==> src/rtl/bellman_ford_engine.sv <==
`default_nettype none
// ============================================================================
//  Module      : bellman_ford_engine
//  Description : Single-source shortest-path engine. It runs Bellman-Ford over
//                an external, synchronously-read edge list and supports signed
//                weights, early exit and negative-cycle detection. Per-vertex
//                distance and predecessor can be read back through a
//                registered query port.
//  Revision    : 1.0 - initial release
// ============================================================================
module bellman_ford_engine #(
    parameter int N_VERT  = 32,
    parameter int N_EDGE  = 64,
    parameter int W_WIDTH = 8,
    parameter int D_WIDTH = 12,
    localparam int VA_W   = $clog2(N_VERT),
    localparam int EA_W   = $clog2(N_EDGE)
) (
    input  logic               clk,
    input  logic               KEY,
    input  logic               start,
    input  logic [VA_W-1:0]    src_vertex,
    input  logic [EA_W:0]      num_edges,
    output logic [EA_W-1:0]    edge_addr,
    input  logic [VA_W-1:0]    edge_u,
    input  logic [VA_W-1:0]    edge_v,
    input  logic [W_WIDTH-1:0] edge_w,
    output logic               busy,
    output logic               done,
    output logic               neg_cycle,
    output logic               err,
    input  logic [VA_W-1:0]    query_vertex,
    output logic [D_WIDTH-1:0] query_dist,
    output logic [VA_W-1:0]    query_pred
);

    // Memory depth covers the full vertex address space so every index is legal.
    localparam int DEPTH = 1 << VA_W;

    localparam logic signed [D_WIDTH-1:0] C_INF      = {1'b0, {(D_WIDTH-1){1'b1}}};
    localparam logic signed [D_WIDTH-1:0] C_DMIN     = {1'b1, {(D_WIDTH-1){1'b0}}};
    localparam logic signed [D_WIDTH:0]   C_INF_X    = {2'b00, {(D_WIDTH-1){1'b1}}};
    localparam logic signed [D_WIDTH:0]   C_DMIN_X   = {2'b11, {(D_WIDTH-1){1'b0}}};
    localparam logic [VA_W-1:0]           C_LAST_VERT = VA_W'(N_VERT - 1);
    localparam logic [VA_W-1:0]           C_LAST_PASS = VA_W'(N_VERT - 2);
    localparam logic [EA_W:0]             C_MAX_EDGES = (EA_W+1)'(N_EDGE);

    typedef enum logic [2:0] {
        S_IDLE        = 3'd0,
        S_INIT        = 3'd1,
        S_FETCH       = 3'd2,
        S_EVAL        = 3'd3,
        S_CHECK_FETCH = 3'd4,
        S_CHECK_EVAL  = 3'd5,
        S_DONE        = 3'd6
    } state_t;

    state_t              state_q, state_d;
    logic [VA_W-1:0]     src_q, src_d;
    logic [EA_W:0]       num_q, num_d;
    logic [EA_W-1:0]     e_q, e_d;
    logic [VA_W-1:0]     vcnt_q, vcnt_d;
    logic [VA_W-1:0]     pass_q, pass_d;
    logic                changed_q, changed_d;
    logic                neg_q, neg_d;
    logic                err_q, err_d;
    logic [D_WIDTH-1:0]  query_dist_q, query_dist_d;
    logic [VA_W-1:0]     query_pred_q, query_pred_d;

    logic signed [D_WIDTH-1:0] dist_mem [0:DEPTH-1];
    logic [VA_W-1:0]           pred_mem [0:DEPTH-1];

    logic                      mem_we;
    logic [VA_W-1:0]           mem_waddr;
    logic signed [D_WIDTH-1:0] mem_wdist;
    logic [VA_W-1:0]           mem_wpred;

    logic signed [D_WIDTH-1:0] du;
    logic signed [D_WIDTH-1:0] dv;
    logic signed [D_WIDTH:0]   sum;
    logic signed [D_WIDTH-1:0] cand;
    logic                      in_range;
    logic                      relax;
    logic                      last_edge;
    logic [EA_W:0]             num_clamped;

    // Relaxation datapath: candidate distance for the edge currently presented.
    always_comb begin
        du       = dist_mem[edge_u];
        dv       = dist_mem[edge_v];
        sum      = {du[D_WIDTH-1], du} + {{(D_WIDTH+1-W_WIDTH){edge_w[W_WIDTH-1]}}, edge_w};
        cand     = sum[D_WIDTH-1:0];
        if (sum < C_DMIN_X) begin
            cand = C_DMIN;
        end
        in_range = (32'(edge_u) < N_VERT) && (32'(edge_v) < N_VERT);
        // An unreachable tail or a sum that reaches INF never improves anything.
        relax    = in_range && (du != C_INF) && (sum < C_INF_X) && (cand < dv);
        last_edge   = ({1'b0, e_q} == (num_q - 1'b1));
        num_clamped = (32'(num_edges) > N_EDGE) ? C_MAX_EDGES : num_edges;
    end

    // Next-state, counter and memory-write control for the sweep sequencer.
    always_comb begin
        state_d   = state_q;
        src_d     = src_q;
        num_d     = num_q;
        e_d       = e_q;
        vcnt_d    = vcnt_q;
        pass_d    = pass_q;
        changed_d = changed_q;
        neg_d     = neg_q;
        err_d     = err_q;
        mem_we    = 1'b0;
        mem_waddr = vcnt_q;
        mem_wdist = C_INF;
        mem_wpred = vcnt_q;

        case (state_q)
            S_IDLE: begin
                if (start) begin
                    src_d     = src_vertex;
                    num_d     = num_clamped;
                    neg_d     = 1'b0;
                    err_d     = 1'b0;
                    e_d       = '0;
                    vcnt_d    = '0;
                    pass_d    = '0;
                    changed_d = 1'b0;
                    if (32'(src_vertex) >= N_VERT) begin
                        err_d   = 1'b1;
                        state_d = S_DONE;
                    end else begin
                        state_d = S_INIT;
                    end
                end
            end

            S_INIT: begin
                mem_we    = 1'b1;
                mem_waddr = vcnt_q;
                mem_wdist = (vcnt_q == src_q) ? '0 : C_INF;
                mem_wpred = vcnt_q;
                vcnt_d    = vcnt_q + 1'b1;
                if (vcnt_q == C_LAST_VERT) begin
                    state_d = (num_q == '0) ? S_DONE : S_FETCH;
                end
            end

            S_FETCH: begin
                state_d = S_EVAL;
            end

            S_EVAL: begin
                if (relax) begin
                    mem_we    = 1'b1;
                    mem_waddr = edge_v;
                    mem_wdist = cand;
                    mem_wpred = edge_u;
                    changed_d = 1'b1;
                end
                if (last_edge) begin
                    if (!(changed_q || relax)) begin
                        state_d = S_DONE;
                    end else if (pass_q == C_LAST_PASS) begin
                        e_d     = '0;
                        state_d = S_CHECK_FETCH;
                    end else begin
                        pass_d    = pass_q + 1'b1;
                        e_d       = '0;
                        changed_d = 1'b0;
                        state_d   = S_FETCH;
                    end
                end else begin
                    e_d     = e_q + 1'b1;
                    state_d = S_FETCH;
                end
            end

            S_CHECK_FETCH: begin
                state_d = S_CHECK_EVAL;
            end

            S_CHECK_EVAL: begin
                // After N_VERT-1 passes any further improvement proves a negative cycle.
                if (relax) begin
                    neg_d   = 1'b1;
                    state_d = S_DONE;
                end else if (last_edge) begin
                    state_d = S_DONE;
                end else begin
                    e_d     = e_q + 1'b1;
                    state_d = S_CHECK_FETCH;
                end
            end

            S_DONE: begin
                if (!start) begin
                    state_d = S_IDLE;
                end
            end

            default: begin
                state_d = S_IDLE;
            end
        endcase
    end

    // Query readback source, registered below for a one-cycle latency.
    always_comb begin
        query_dist_d = dist_mem[query_vertex];
        query_pred_d = pred_mem[query_vertex];
    end

    // Control and status registers with asynchronous active-low reset.
    always_ff @(posedge clk or negedge KEY) begin
        if (!KEY) begin
            state_q      <= S_IDLE;
            src_q        <= '0;
            num_q        <= '0;
            e_q          <= '0;
            vcnt_q       <= '0;
            pass_q       <= '0;
            changed_q    <= 1'b0;
            neg_q        <= 1'b0;
            err_q        <= 1'b0;
            query_dist_q <= '0;
            query_pred_q <= '0;
        end else begin
            state_q      <= state_d;
            src_q        <= src_d;
            num_q        <= num_d;
            e_q          <= e_d;
            vcnt_q       <= vcnt_d;
            pass_q       <= pass_d;
            changed_q    <= changed_d;
            neg_q        <= neg_d;
            err_q        <= err_d;
            query_dist_q <= query_dist_d;
            query_pred_q <= query_pred_d;
        end
    end

    // Distance/predecessor storage; contents are not reset.
    always_ff @(posedge clk) begin
        if (mem_we) begin
            dist_mem[mem_waddr] <= mem_wdist;
            pred_mem[mem_waddr] <= mem_wpred;
        end
    end

    assign edge_addr  = e_q;
    assign busy       = (state_q != S_IDLE) && (state_q != S_DONE);
    assign done       = (state_q == S_DONE);
    assign neg_cycle  = neg_q;
    assign err        = err_q;
    assign query_dist = query_dist_q;
    assign query_pred = query_pred_q;

endmodule
`default_nettype wire
==> config.mk <==
export PLATFORM = sky130hd
export DESIGN_NAME = bellman_ford_engine
export DESIGN_NICKNAME = d
export VERILOG_FILES = /design/src/rtl/bellman_ford_engine.sv
export SDC_FILE = /design/constraint.sdc
export NUM_CORES = 1
export LEC_CHECK = 0
export ABC_CLOCK_PERIOD_IN_PS = 10750
export CAP_MARGIN = 20
export CORE_ASPECT_RATIO = 0.75
export CORE_MARGIN = 4
export CORE_UTILIZATION = 43
export DETAILED_ROUTE_END_ITERATION = 6
export GPL_TIMING_DRIVEN = 0
export PLACE_DENSITY_LB_ADDON = 0.25
export SLEW_MARGIN = 20
export SYNTH_ARGS = -nofsm -noshare
export SYNTH_HDL_FRONTEND = slang
export SYNTH_SLANG_ARGS = --single-unit
==> constraint.sdc <==
create_clock -name clk -period 10.75 [get_ports clk]
set_input_delay 1.6125 -clock clk [delete_from_list [all_inputs] [get_ports clk]]
set_output_delay 1.6125 -clock clk [all_outputs]
set_load 0.05 [all_outputs]
==> impl_summary.log <==
INFO  metric outcome = finished, final reports clean
INFO  metric stdcell_count = between 2000 and 3000
INFO  metric ys_warn_count = 0
INFO  metric nFillCells = 5633
INFO  metric final_util = between 50% and 60%
INFO  metric vias_cell = ~7.0
INFO  metric total_leakage_power = between 0.01 and 0.015 uW
INFO  metric core_area = around 0.07 mm^2
INFO  metric worst_setup_path_end_kind = flop
INFO  metric worst-endpoint-arrival = around 11 ns
INFO  metric post-place-cells = 2706
INFO  metric final.period_utilization = 97.0%
INFO  metric path_delay_family = compound AO/OA/AOI/OAI gates
INFO  metric r2r_slack = around 2.2 ns
INFO  metric worstSkewPairLatency = about 0.7 ns
INFO  metric root_buffer = clkbuf_16
INFO  metric num_rows = 84
INFO  metric finalCriticalPeriod = ~10 ns
INFO  metric globalRoute.totalOverflow = 0
INFO  metric synth_area = just over 0.03 mm^2
INFO  metric r2r-start = dist_mem[23][2]
INFO  metric postSynthCellCount = ~1600
INFO  metric via_count_of_the_first_global_routing_pass = about 19000
INFO  metric route.vias.total = roughly 20000
INFO  metric initial_utilization = around 43%
INFO  metric firstDrtPassIters = 5
INFO  metric floorplan.die_area = between 0.07 and 0.08 mm^2
INFO  metric gp_congestion = around 0.95
INFO  metric power_density = roughly 200 mW/mm^2
INFO  metric critical_path.slowest_cell = nor2_1
INFO  metric buffer_ports.inserted = 54
INFO  metric required = between 10 and 15 ns
INFO  metric ir_worst_vdd = approximately 0.14 mV
INFO  metric height_of_the_die = between 200 and 250 um
INFO  metric crit_fanout = 10
INFO  metric drt_iter0_markers = roughly 3200
INFO  metric hold_path.class = flop to flop
INFO  metric number_of_buffers_created_by_cts = 58
INFO  metric synth-main-ff-cell = edfxtp_1
INFO  metric clk_path_buf_depth = 3
INFO  metric crit_type = input pin to flop
INFO  metric netlist.top_cell.by_area = edfxtp_1
INFO  metric crit_path_max_incr_delay = ~1 ns
INFO  metric syn_avg_cell_area = 18.5 um^2
INFO  metric timing.final.setup_violations = 0
INFO  metric worst_pin_slew = approximately 1.3 ns
INFO  metric fin_nets = 1900
INFO  metric mappedNetlistNets = ~1700
INFO  metric antennaDiodeCount = 0
INFO  metric boundaryPins = 65
INFO  metric cpMostUsedCell = nand2_1
INFO  metric htreeDepth = 2
INFO  metric grt_start_max_net_pins = 35
INFO  metric skew = 0.0551 ns
INFO  metric critical_path.reg2reg.endpoint = pred_mem[8][1]
INFO  metric startpoint = edge_u[4]
INFO  metric async_reset_ff_share = 8.42%
INFO  metric synth_enable_flop_cells = approximately 540
INFO  metric finalPower = 7310 uW
INFO  metric cts.reportedPaths.clkPinSlew = 0.06 ns
INFO  metric route.antenna.remaining_nets = 0
INFO  metric grt_pass1_wl = ~150000 um
INFO  metric max-slew-margin-rel = roughly an eighth
INFO  metric final_layout_size_suffix_gt1_share = a little under two fifths
INFO  metric cap_violations = 0
INFO  metric synth_cell_type_count = 72
INFO  metric timing.fmax = ~96 MHz
INFO  metric dp_hpwl = roughly 77000 um
INFO  metric final_hold_viol_count = 0
INFO  metric reg2reg_depth = 27
INFO  metric cts_tree = yes
INFO  metric synth_largest_type_area_fraction = a little over half
INFO  metric cts_sinks = 594
INFO  metric worstSetupEndpoint = pred_mem[8][1]
INFO  metric grt_setup_unrepaired = no
INFO  metric post-route-drc-count = 0
INFO  metric critical_path_buf_inv_count = 8
INFO  metric number_of_logic_stages_on_the_critical_path_including_buffering = 30
INFO  metric slew_violations = 0
INFO  metric share_of_synthesized_area_occupied_by_flip_flops_and_latches = just under 60%
INFO  metric die_w = around 320 um
INFO  metric number_of_antenna_violations_at_the_first_check_in_global_routing = 1
INFO  metric route.final.wire_length = ~110000 um
INFO  metric critPathLaunchType = input pin
INFO  metric area_growth = 18.3%
INFO  metric globalRouteTotalUtil = around 29%
INFO  metric ys_top_cells_by_area = edfxtp_1 54%, mux4_2 28%, dfrtp_1 4.1%
INFO  metric synth.ff_latch_count = between 500 and 600
INFO  metric routed_wire_length_per_instance = around 38 um
## cells by family after synthesis
kind of cell	Yosys count	synth area share [%]
adders and majority gates	31	1.30
AOI/OAI and AO/OA	180	4.22
muxes	430	30.0
buffers and inverters	143	1.99
xor gates and xnor gates	24	0.690
and+or+nand+nor	245	4.14
other	1	0.0123
DFF	594	57.7
## cell type report
cell class	count	area (um^2)	share of cell area (%)
clock buffer	79	1600	4.44
tap	946	1180	3.28
clock inverter	31	393	1.09
buffer	130	608	1.69
sequential	594	17600	48.8
timing repair buffer	123	1720	4.76
multi-input combinational	911	12900	35.8
inverter	13	48.8	0.135
## power breakdown
part | total (uW) | switching (uW) | internal [uW] | leakage, uW
clock | 2160 | 940 | 1220 | 0.000971
sequential | 3150 | 124 | 3020 | 0.00529
combinational | 2000 | 1280 | 720 | 0.00503
total | 7310 | 2350 | 4960 | 0.0113
## state kept, by name, indices dropped and copies added, names as in the netlist
signal	cells
neg_cycle	1
pass_q	5
src_q	5
vcnt_q	5
dist_mem	384
query_dist	12
changed_q	1
query_pred	5
pred_mem	160
state_q	3
edge_addr	6
num_q	7
## how the worst min path moves through the flow
stage                     startpoint  endpoint  slack [ns]  depth (start not counted)
after floorplan             src_q[0]  src_q[0]        0.47                          2
final                       src_q[2]  src_q[2]        0.50                          2
after detailed placement    src_q[4]  src_q[4]        0.49                          2
after global routing        src_q[0]  src_q[0]        0.52                          2
after global placement      src_q[4]  src_q[4]        0.49                          2
after CTS                   src_q[4]  src_q[4]        0.51                          2
## metal layers
layer | GRT usage (%) | routed length [um]
met1 | 40.2 | 40200
met2 | 40.7 | 45800
met3 | 9.39 | 15800
met4 | 13.1 | 5680
met5 | 0 | 16
## tightest hold or removal path: stages, from the launching register on
cell	delay (ns)
dfrtp_1	0.36
nand2_1	0.06
nand2_1	0.05
## synthesized netlist by cell type, types with 14 or more instances
cell      instances
a21oi_1          19
a22oi_1          46
buf_1            24
buf_2            20
clkbuf_1         79
dfrtp_1          50
edfxtp_1        544
ha_1             30
mux2_2           32
mux2i_1          15
mux4_2          380
nand2_1          92
nand3_1          15
nand3b_1         15
nand4_1          14
nor2_1           30
o21ai_0          31
o22ai_1          19
o32ai_1          17
or3_1            14
## metrics by stage
step	hold slack (ns)	worst slack [ns]	instance area, um^2	setup TNS [ns]
floorplan	0.466	1.18	30500	0
global placement	0.490	-3.81	32200	-1690.56
detailed placement	0.489	-1.34	33900	-595.06
CTS	0.506	0.213	36000	0
global route	0.516	0.120	36100	0
finish	0.504	0.320	36100	0
## what timing repair did
| action | in CTS | in global routing |
|---|---|---|
| gates resized for setup | 2 | 7 |
| setup buffers | 5 | 3 |
| hold buffers | 0 | 0 |
| pin swaps | 2 | 1 |
| endpoints found under the setup margin | 351 | 379 |
## cell usage in the layout, fill, tap and decap left out, types with 8 or more instances in the layout
master	instances
a21oi_1	18
a22oi_1	46
buf_1	9
buf_16	14
buf_2	35
buf_6	14
buf_8	35
clkbuf_1	68
clkbuf_16	58
clkbuf_2	26
clkdlybuf4s50_1	53
clkinv_1	8
clkinv_2	12
dfrtp_1	50
edfxtp_1	544
ha_1	30
inv_1	11
mux2_2	32
mux2i_1	15
mux4_2	380
nand2_1	92
nand3_1	13
nand3b_1	15
nand4_1	14
nor2_1	30
nor2b_1	10
nor3_1	12
o21ai_0	20
o22ai_4	16
o32ai_4	16
or3_1	14
xnor2_1	13
xor2_1	11
Note: power is estimated with default switching activity, not from simulation.
